==> config.mk <==
export PLATFORM = sky130hd
export DESIGN_NAME = vending_machine_param
export DESIGN_NICKNAME = d
export VERILOG_FILES = /design/src/rtl/vm_pkg.sv /design/src/rtl/vm_coin_decode.sv /design/src/rtl/vending_machine_param.sv
export SDC_FILE = /design/constraint.sdc
export NUM_CORES = 1
export LEC_CHECK = 0
export BUFFER_PORTS_ARGS = -buffer_cell sky130_fd_sc_hd__clkbuf_2
export CORE_MARGIN = 3
export CORE_UTILIZATION = 56
export CTS_CLUSTER_DIAMETER = 100
export DETAILED_ROUTE_END_ITERATION = 7
export PLACE_DENSITY = 0.78
export SYNTH_ARGS = -nofsm -noshare
export SYNTH_HDL_FRONTEND = slang
export SYNTH_SLANG_ARGS = --single-unit
==> constraint.sdc <==
create_clock -name clk -period 2.5 [get_ports clk]
set_input_delay 0.125 -clock clk [delete_from_list [all_inputs] [get_ports clk]]
set_output_delay 0.125 -clock clk [all_outputs]
set_load 0.05 [all_outputs]
==> src/rtl/vm_pkg.sv <==
// Shared definitions for the parametrised vending controller:
// coin codes, coin unit values and the controller state encoding.
package vm_pkg;

    localparam logic [1:0] COIN_NONE = 2'b00;
    localparam logic [1:0] COIN_5    = 2'b01;
    localparam logic [1:0] COIN_10   = 2'b10;
    localparam logic [1:0] COIN_25   = 2'b11;

    typedef enum logic [1:0] {
        ST_IDLE   = 2'd0,
        ST_VEND   = 2'd1,
        ST_CHANGE = 2'd2
    } state_e;

    // Coin code to value in 5c units.
    function automatic logic [2:0] coin_units(input logic [1:0] code);
        logic [2:0] u;
        u = 3'd0;
        case (code)
            COIN_5:  u = 3'd1;
            COIN_10: u = 3'd2;
            COIN_25: u = 3'd5;
            default: u = 3'd0;
        endcase
        return u;
    endfunction

endpackage

==> src/rtl/vm_coin_decode.sv <==
// Coin slot decoder: code to 5c units plus a coin-present flag.
// Purely combinational.
import vm_pkg::*;

module vm_coin_decode (
    input  logic [1:0] coin_i,
    output logic [2:0] units_o,
    output logic       valid_o
);

    // Decode the raw code into its value and presence flag.
    always_comb begin
        units_o = coin_units(coin_i);
        valid_o = (coin_i != COIN_NONE);
    end

endmodule

==> src/rtl/vending_machine_param.sv <==
// Parametrised vending controller: coin credit, vend, change/refund,
// stock tracking and coin rejection.
import vm_pkg::*;

module vending_machine_param #(
    parameter int unsigned PRICE_UNITS = 3,
    parameter int unsigned CREDIT_W    = 5,
    parameter int unsigned STOCK_W     = 4,
    parameter int unsigned STOCK_INIT  = 8
) (
    input  logic                clk,
    input  logic                rst,
    input  logic [1:0]          coin,
    input  logic                cancel,
    input  logic                restock,
    output logic                nw_pa,
    output logic                change_out,
    output logic                coin_reject,
    output logic                busy,
    output logic                sold_out,
    output logic [CREDIT_W-1:0] credit
);

    localparam logic [CREDIT_W-1:0] PRICE = CREDIT_W'(PRICE_UNITS);
    localparam logic [STOCK_W-1:0]  SINIT = STOCK_W'(STOCK_INIT);
    localparam logic [CREDIT_W:0]   CMAX  = {1'b0, {CREDIT_W{1'b1}}};

    state_e              state_q, state_d;
    logic [CREDIT_W-1:0] credit_q, credit_d;
    logic [STOCK_W-1:0]  stock_q, stock_d;
    logic                reject_q, reject_d;

    logic [2:0]          units;
    logic                coin_vld;
    logic [CREDIT_W:0]   sum;
    logic [CREDIT_W-1:0] remain;
    logic                vend_go;
    logic                fits;

    vm_coin_decode u_dec (
        .coin_i  (coin),
        .units_o (units),
        .valid_o (coin_vld)
    );

    // Extra bit on the sum so the acceptance check cannot wrap.
    assign sum     = {1'b0, credit_q} + (CREDIT_W+1)'(units);
    assign fits    = (sum <= CMAX);
    assign remain  = credit_q - PRICE;
    assign vend_go = (credit_q >= PRICE) && (stock_q != '0);

    // State, credit, stock and reject flag registers.
    always_ff @(posedge clk or posedge rst) begin
        if (rst) begin
            state_q  <= ST_IDLE;
            credit_q <= '0;
            stock_q  <= SINIT;
            reject_q <= 1'b0;
        end else begin
            state_q  <= state_d;
            credit_q <= credit_d;
            stock_q  <= stock_d;
            reject_q <= reject_d;
        end
    end

    // Next-state and datapath update; vend beats cancel beats coin.
    always_comb begin
        state_d  = state_q;
        credit_d = credit_q;
        stock_d  = stock_q;
        reject_d = 1'b0;
        unique case (state_q)
            ST_IDLE: begin
                if (vend_go) begin
                    state_d  = ST_VEND;
                    reject_d = coin_vld;
                end else begin
                    if (restock)
                        stock_d = SINIT;
                    if (cancel) begin
                        reject_d = coin_vld;
                        if (credit_q != '0)
                            state_d = ST_CHANGE;
                    end else if (coin_vld) begin
                        if ((stock_q != '0) && fits)
                            credit_d = sum[CREDIT_W-1:0];
                        else
                            reject_d = 1'b1;
                    end
                end
            end
            ST_VEND: begin
                reject_d = coin_vld;
                credit_d = remain;
                stock_d  = stock_q - STOCK_W'(1);
                state_d  = (remain != '0) ? ST_CHANGE : ST_IDLE;
            end
            ST_CHANGE: begin
                reject_d = coin_vld;
                if (credit_q != '0)
                    credit_d = credit_q - CREDIT_W'(1);
                if (credit_q <= CREDIT_W'(1))
                    state_d = ST_IDLE;
            end
            default: begin
                state_d = ST_IDLE;
            end
        endcase
    end

    // Outputs decoded from registers only.
    always_comb begin
        nw_pa       = (state_q == ST_VEND);
        change_out  = (state_q == ST_CHANGE);
        busy        = (state_q == ST_VEND) || (state_q == ST_CHANGE);
        coin_reject = reject_q;
        sold_out    = (stock_q == '0);
        credit      = credit_q;
    end

endmodule
Yosys cells after proc, flatten, opt, wreduce, memory -nomap -nowiden
Index checks and enable logic that the tools add are counted.

word-level totals
  register bits after elaboration = 12
  input bits = 6

cells by class
  add/sub/neg operators = 4
  order comparisons = 3
  eq/ne operators = 14
  multiplexer cells = 21
  reduce and logical (&&, ||, !) cells = 15

operators with widths
  cell                   count
  $mux W5                5
  $pmux W5 S3            1
  $mux W2                5
  $ne A2 B2 Y1 const B   5
  $reduce_bool A5 Y1     2
  $pmux W3 S3            1
  $mux W4                2
  $pmux W4 S2            1
  $add A5 B3 Y6          1
  $eq A2 B2 Y1 const B   3
  $le A6 B5 Y1 const B   1
  $ne A3 B3 Y1 const B   2
  $pmux W2 S3            1
  $reduce_and A3 Y1      2
  $reduce_and A6 Y1      1
  $ge A5 B2 Y1 const B   1
  $le A5 B1 Y1 const B   1
  $sub A5 B1 Y5 const B  1
  $sub A5 B2 Y5 const B  1
  $eq A2 B1 Y1 const B   2
  $logic_not A4 Y1       1
  $mux W1                4
  $ne A2 B1 Y1 const B   2
  $reduce_bool A2 Y1     2
  8 further kinds        9

Depth between registers and ports, before layout
  word-level depth = 10
  mapped depth = 8
  mapped depth without buffers = 7

Cells and area by module
Synthesis repeated with hierarchy kept, for this count alone.

second synthesis, totals
  cell total of the unflattened synthesis = 139
  area, all modules = 1179.9 um2

by module, submodules not included
  module                 instances  cells each  area an instance (um2)
  vending_machine_param  1          135         1156.1
  vm_coin_decode         1          4           23.8

Least setup slack after synthesis
OpenSTA, ideal clock, no wires.

  kind = register -> register
  start = reg stock_q[0]
  end = reg credit_q[1], in the netlist credit[1]
  library setup time = 81 ps
  arrival = 2586 ps
  required time = 2419 ps
  slack = -167 ps
  stages on the path, launching flop included = 8
  clock period less this slack = 2667 ps
  cells stage by stage = dfrtp_1 -> inv_1 -> ha_1 -> nor3b_1 -> nand4bb_1 -> o31a_1 -> a41o_2 -> mux2i_1

between the ends
  longest elaborated chain between the ends = 4
  elaborated cells between the ends (all ways) = 6
  those cells by class = eq/ne (2); reduce/logical (4)

RTL lines
  what                                    RTL line                                                  RTL
  start: declaration                      vending_machine_param.sv:30                               logic [STOCK_W-1:0] stock_q, stock_d;
  start signal: assignment                vending_machine_param.sv:62                               stock_q <= stock_d;
  $reduce_bool A4 Y1 (*)                  vending_machine_param.sv:50, vending_machine_param.sv:86
  $logic_and A1 B1 Y1 (on tied branches)  vending_machine_param.sv:86, vending_machine_param.sv:50
  $ne A2 B2 Y1 (no line)                  n/a
  $reduce_and A6 Y1 (no line) (*)         n/a
  end signal: assignment                  vending_machine_param.sv:61                               credit_q <= credit_d;
  end: declaration                        vending_machine_param.sv:29                               logic [CREDIT_W-1:0] credit_q, credit_d;

Mark *: on every way between the ends. The rest lies on a longest branch, timed or not.
A chain may end at the register's enable or synchronous reset.

Worst setup path after layout
  start = reg credit_q[0], in the netlist credit[0]
  end = reg credit_q[4], in the netlist credit[4]

between the ends
  longest elaborated chain between the ends = 6
  elaborated cells between the ends (all ways) = 18
  those cells by class = add/sub (3); order compare (2); eq/ne (3); mux (6); reduce/logical (4)

RTL lines
  what
  branches (longest 6 deep; another with $add A5 B3 Y6)

Several ways; the timed one is not identified. The select of a mux whose other input is x is not followed.

==> flow_metrics.py <==
metrics = {
    "synthesis": {
        "yosys.area_share.simple_pct": 17.25,
        "synth_top_family_by_area": "compound AO/OA/AOI/OAI gates",
        "synth_cell_types": 41,
        "yosys-top-cells-count": "inv_1, ha_1, a21oi_1",
        "synth_edf_count": 0,
        "ys_async_sr_fraction_pct": 100.0,
        "synth.area.mux_share_pct": 4.654,
        "yosys-top-cells-area": "dfrtp_1, ha_1, a21oi_1",
        "syn_nets": 153,
        "synth_fa_ha_area_share_pct": 18.62,
        "synth_top_area_share_pct": 24.97,
        "syn_inst": 132,
        "yosys_warnings": 0,
        "synth.most_common_cell": "inv_1",
        "synth_xor_area_share_pct": 0.7946,
        "avgSynthCellArea_sq_um": 8.351,
        "yosysSeqAreaShare_pct": 27.36,
        "synth_area_sq_mm": 0.001102,
        "synth_compound_area_share_pct": 24.52,
        "yosysTopAreaCell": "dfrtp_1",
        "synth_seq_cells": 12,
        "synth_flop_cell": "dfrtp_1",
    },
    "timing": {
        "finalSetupTns_ns": 0,
        "fmax_ghz": 0.4950,
        "finClkSkew_ns": 0.01473,
        "relSlewSlack_pct": 68.96,
        "period_share_pct": 80.81,
        "worst_pin_slew_ns": 0.4651,
        "min_period_ns": 2.020,
        "rsz0062_at_grt": "no",
        "hold-worst-slack_ns": 0.2394,
        "timing.final.hold_violations": 0,
        "slew_viol_final": 0,
        "setup_viol": 0,
        "worst_slack_ns": 0.4797,
    },
    "route": {
        "ant_nets": 0,
        "drc_errors": 0,
        "vias_per_cell": 5.977,
        "routed_wl_um": 2645,
        "initialDrtViolationCount": 26,
        "vias": 1058,
        "wl_per_cell_um": 14.94,
        "firstDrtPassIters": 4,
    },
    "final_layout": {
        "layout.filler_cells": 158,
        "layout.nets": 174,
        "syn2layout_area_growth_pct": 14.42,
        "drive_gt1_share_pct": 17.76,
        "n_antenna_cell": 0,
        "final_util_pct": 70.74,
    },
    "clock_tree": {
        "worstSkewPairLatency_ns": 0.28,
        "cts_buffers": 3,
        "htreeDepth": 1,
        "clk_pin_slew_worst_paths_ns": 0.08,
        "cts.sinks": 12,
        "clockRootBuffer": "clkbuf_4",
        "clk_path_buf_depth": 2,
        "cts_tree": "built",
    },
    "worst_setup_path": {
        "cp.arrival_ns": 2.21,
        "rrSetupSlack_ns": 0.48,
        "critPathMaxFanout": 7,
        "end_kind": "flip-flop",
        "reg2reg_to": "credit[4]",
        "rr_worst_depth": 6,
        "required_ns": 2.69,
        "crit_type": "flip-flop to flip-flop",
        "startpoint_type": "flip-flop",
        "reg2reg_from": "credit[0]",
    },
    "global_routing": {
        "grt_pass1_wl_um": 4595,
        "top_usage_layer": "met2",
        "overflow": 0,
        "grt_max_degree": 13,
        "use_met2_pct": 38.70,
        "grtUsageMet3_pct": 4.451,
        "antenna_found_initial": 0,
        "grt_pass1_vias": 1042,
        "track_usage_pct": 23.62,
        "grtUsageMet1_pct": 30.90,
    },
    "worst_hold_path": {
        "min_delay_worst_endpoint": "coin_reject",
        "hold_depth": 3,
        "hp-class": "input pin to flip-flop",
        "min_from": "coin[1]",
    },
    "placement": {
        "pre_cts_ws_ns": 0.5174,
        "routabilityCongestion": 0.9471,
        "dp_hpwl_um": 2144,
        "io_buffers": 15,
    },
    "die": {
        "core_sq_mm": 0.001783,
        "initial_core_util_pct": 61.82,
        "row_count": 15,
        "fp.dieW_um": 50.37,
        "die_h_um": 50.37,
        "die_area_sq_mm": 0.002537,
        "io_pins": 16,
    },
    "run_status": {
        "status": "finished clean",
    },
    "job": {
        "max_cap_viol_count": 0,
    },
}
cell usage in the layout (no fill, tap or decap), drive strengths merged, types with 3 or more instances in the layout:
cell    count
clkbuf     19
inv        15
ha         14
a21oi      13
dfrtp      11
nand2      10
o21ai      10
nor2        8
nor3        5
mux2i       4
buf         4
nand3       3
o22ai       3
a31oi       3
repair_timing:
action	CTS	global route
endpoints found under the hold margin	11	0
hold buffers	1	0
resized for setup	0	0
setup buffers	0	0
area by class of cell:
class	instances	area (sq um)	share of cell area [%]
Tap cell	25	31.28	2.480
Clock buffer	4	26.28	2.083
Multi-Input combinational cell	101	730.7	57.94
Inverter	15	56.30	4.464
Sequential cell	12	301.5	23.91
Timing Repair Buffer	20	115.1	9.127
state kept, by name, indices dropped and copies added (netlist names):
signal	flops
credit	5
stock_q	4
state_q	2
coin_reject	1
critical path, stage by stage, from the launching register on:
cell and delay [ns]:
dfrtp_1 0.38, ha_1 0.27, a21oi_1 0.25, nand4bb_1 0.16
o31a_1 0.33, a41o_2 0.29, o31ai_1 0.26
worst max-delay path by stage:
stage          startpoint   endpoint  slack (ns)  depth (start not counted)
3_5_place_dp    credit[0]  credit[4]        0.52                          6
6_report        credit[0]  credit[4]        0.48                          6
4_1_cts         credit[0]  credit[4]        0.50                          6
2_1_floorplan   credit[1]  credit[4]        0.27                          6
3_3_place_gp    credit[0]  credit[4]        0.61                          6
5_1_grt         credit[0]  credit[3]        0.30                          6
per-stage QoR:
| stage | instances | area, sq um |
|---|---|---|
| 6_report | 177 | 1261 |
| 5_1_grt | 177 | 1261 |
| 4_1_cts | 177 | 1261 |
| 3_5_place_dp | 172 | 1225 |
| 3_3_place_gp | 172 | 1225 |
| 2_1_floorplan | 132 | 1107 |
kinds of logic after synthesis:
logic type / Yosys count
adders and majority gates: 16
AOI/OAI and AO/OA: 43
muxes: 5
buffers and inverters: 19
DFF: 12
and+or+nand+nor: 36
xor gates and xnor gates: 1
metal layers:
layer | wire (um) | share of wire [%] | vias up
met3 | 135 | 5.1 | 7
met2 | 1292 | 49 | 39
met5 | 0 | 0 | -
met4 | 53 | 2.0 | 0
li1 | - | - | 513
met1 | 1164 | 44 | 499
Power is left out: the tool's default activity adds up to more than one toggle a clock period on the data nets, which glitch-free logic cannot reach.
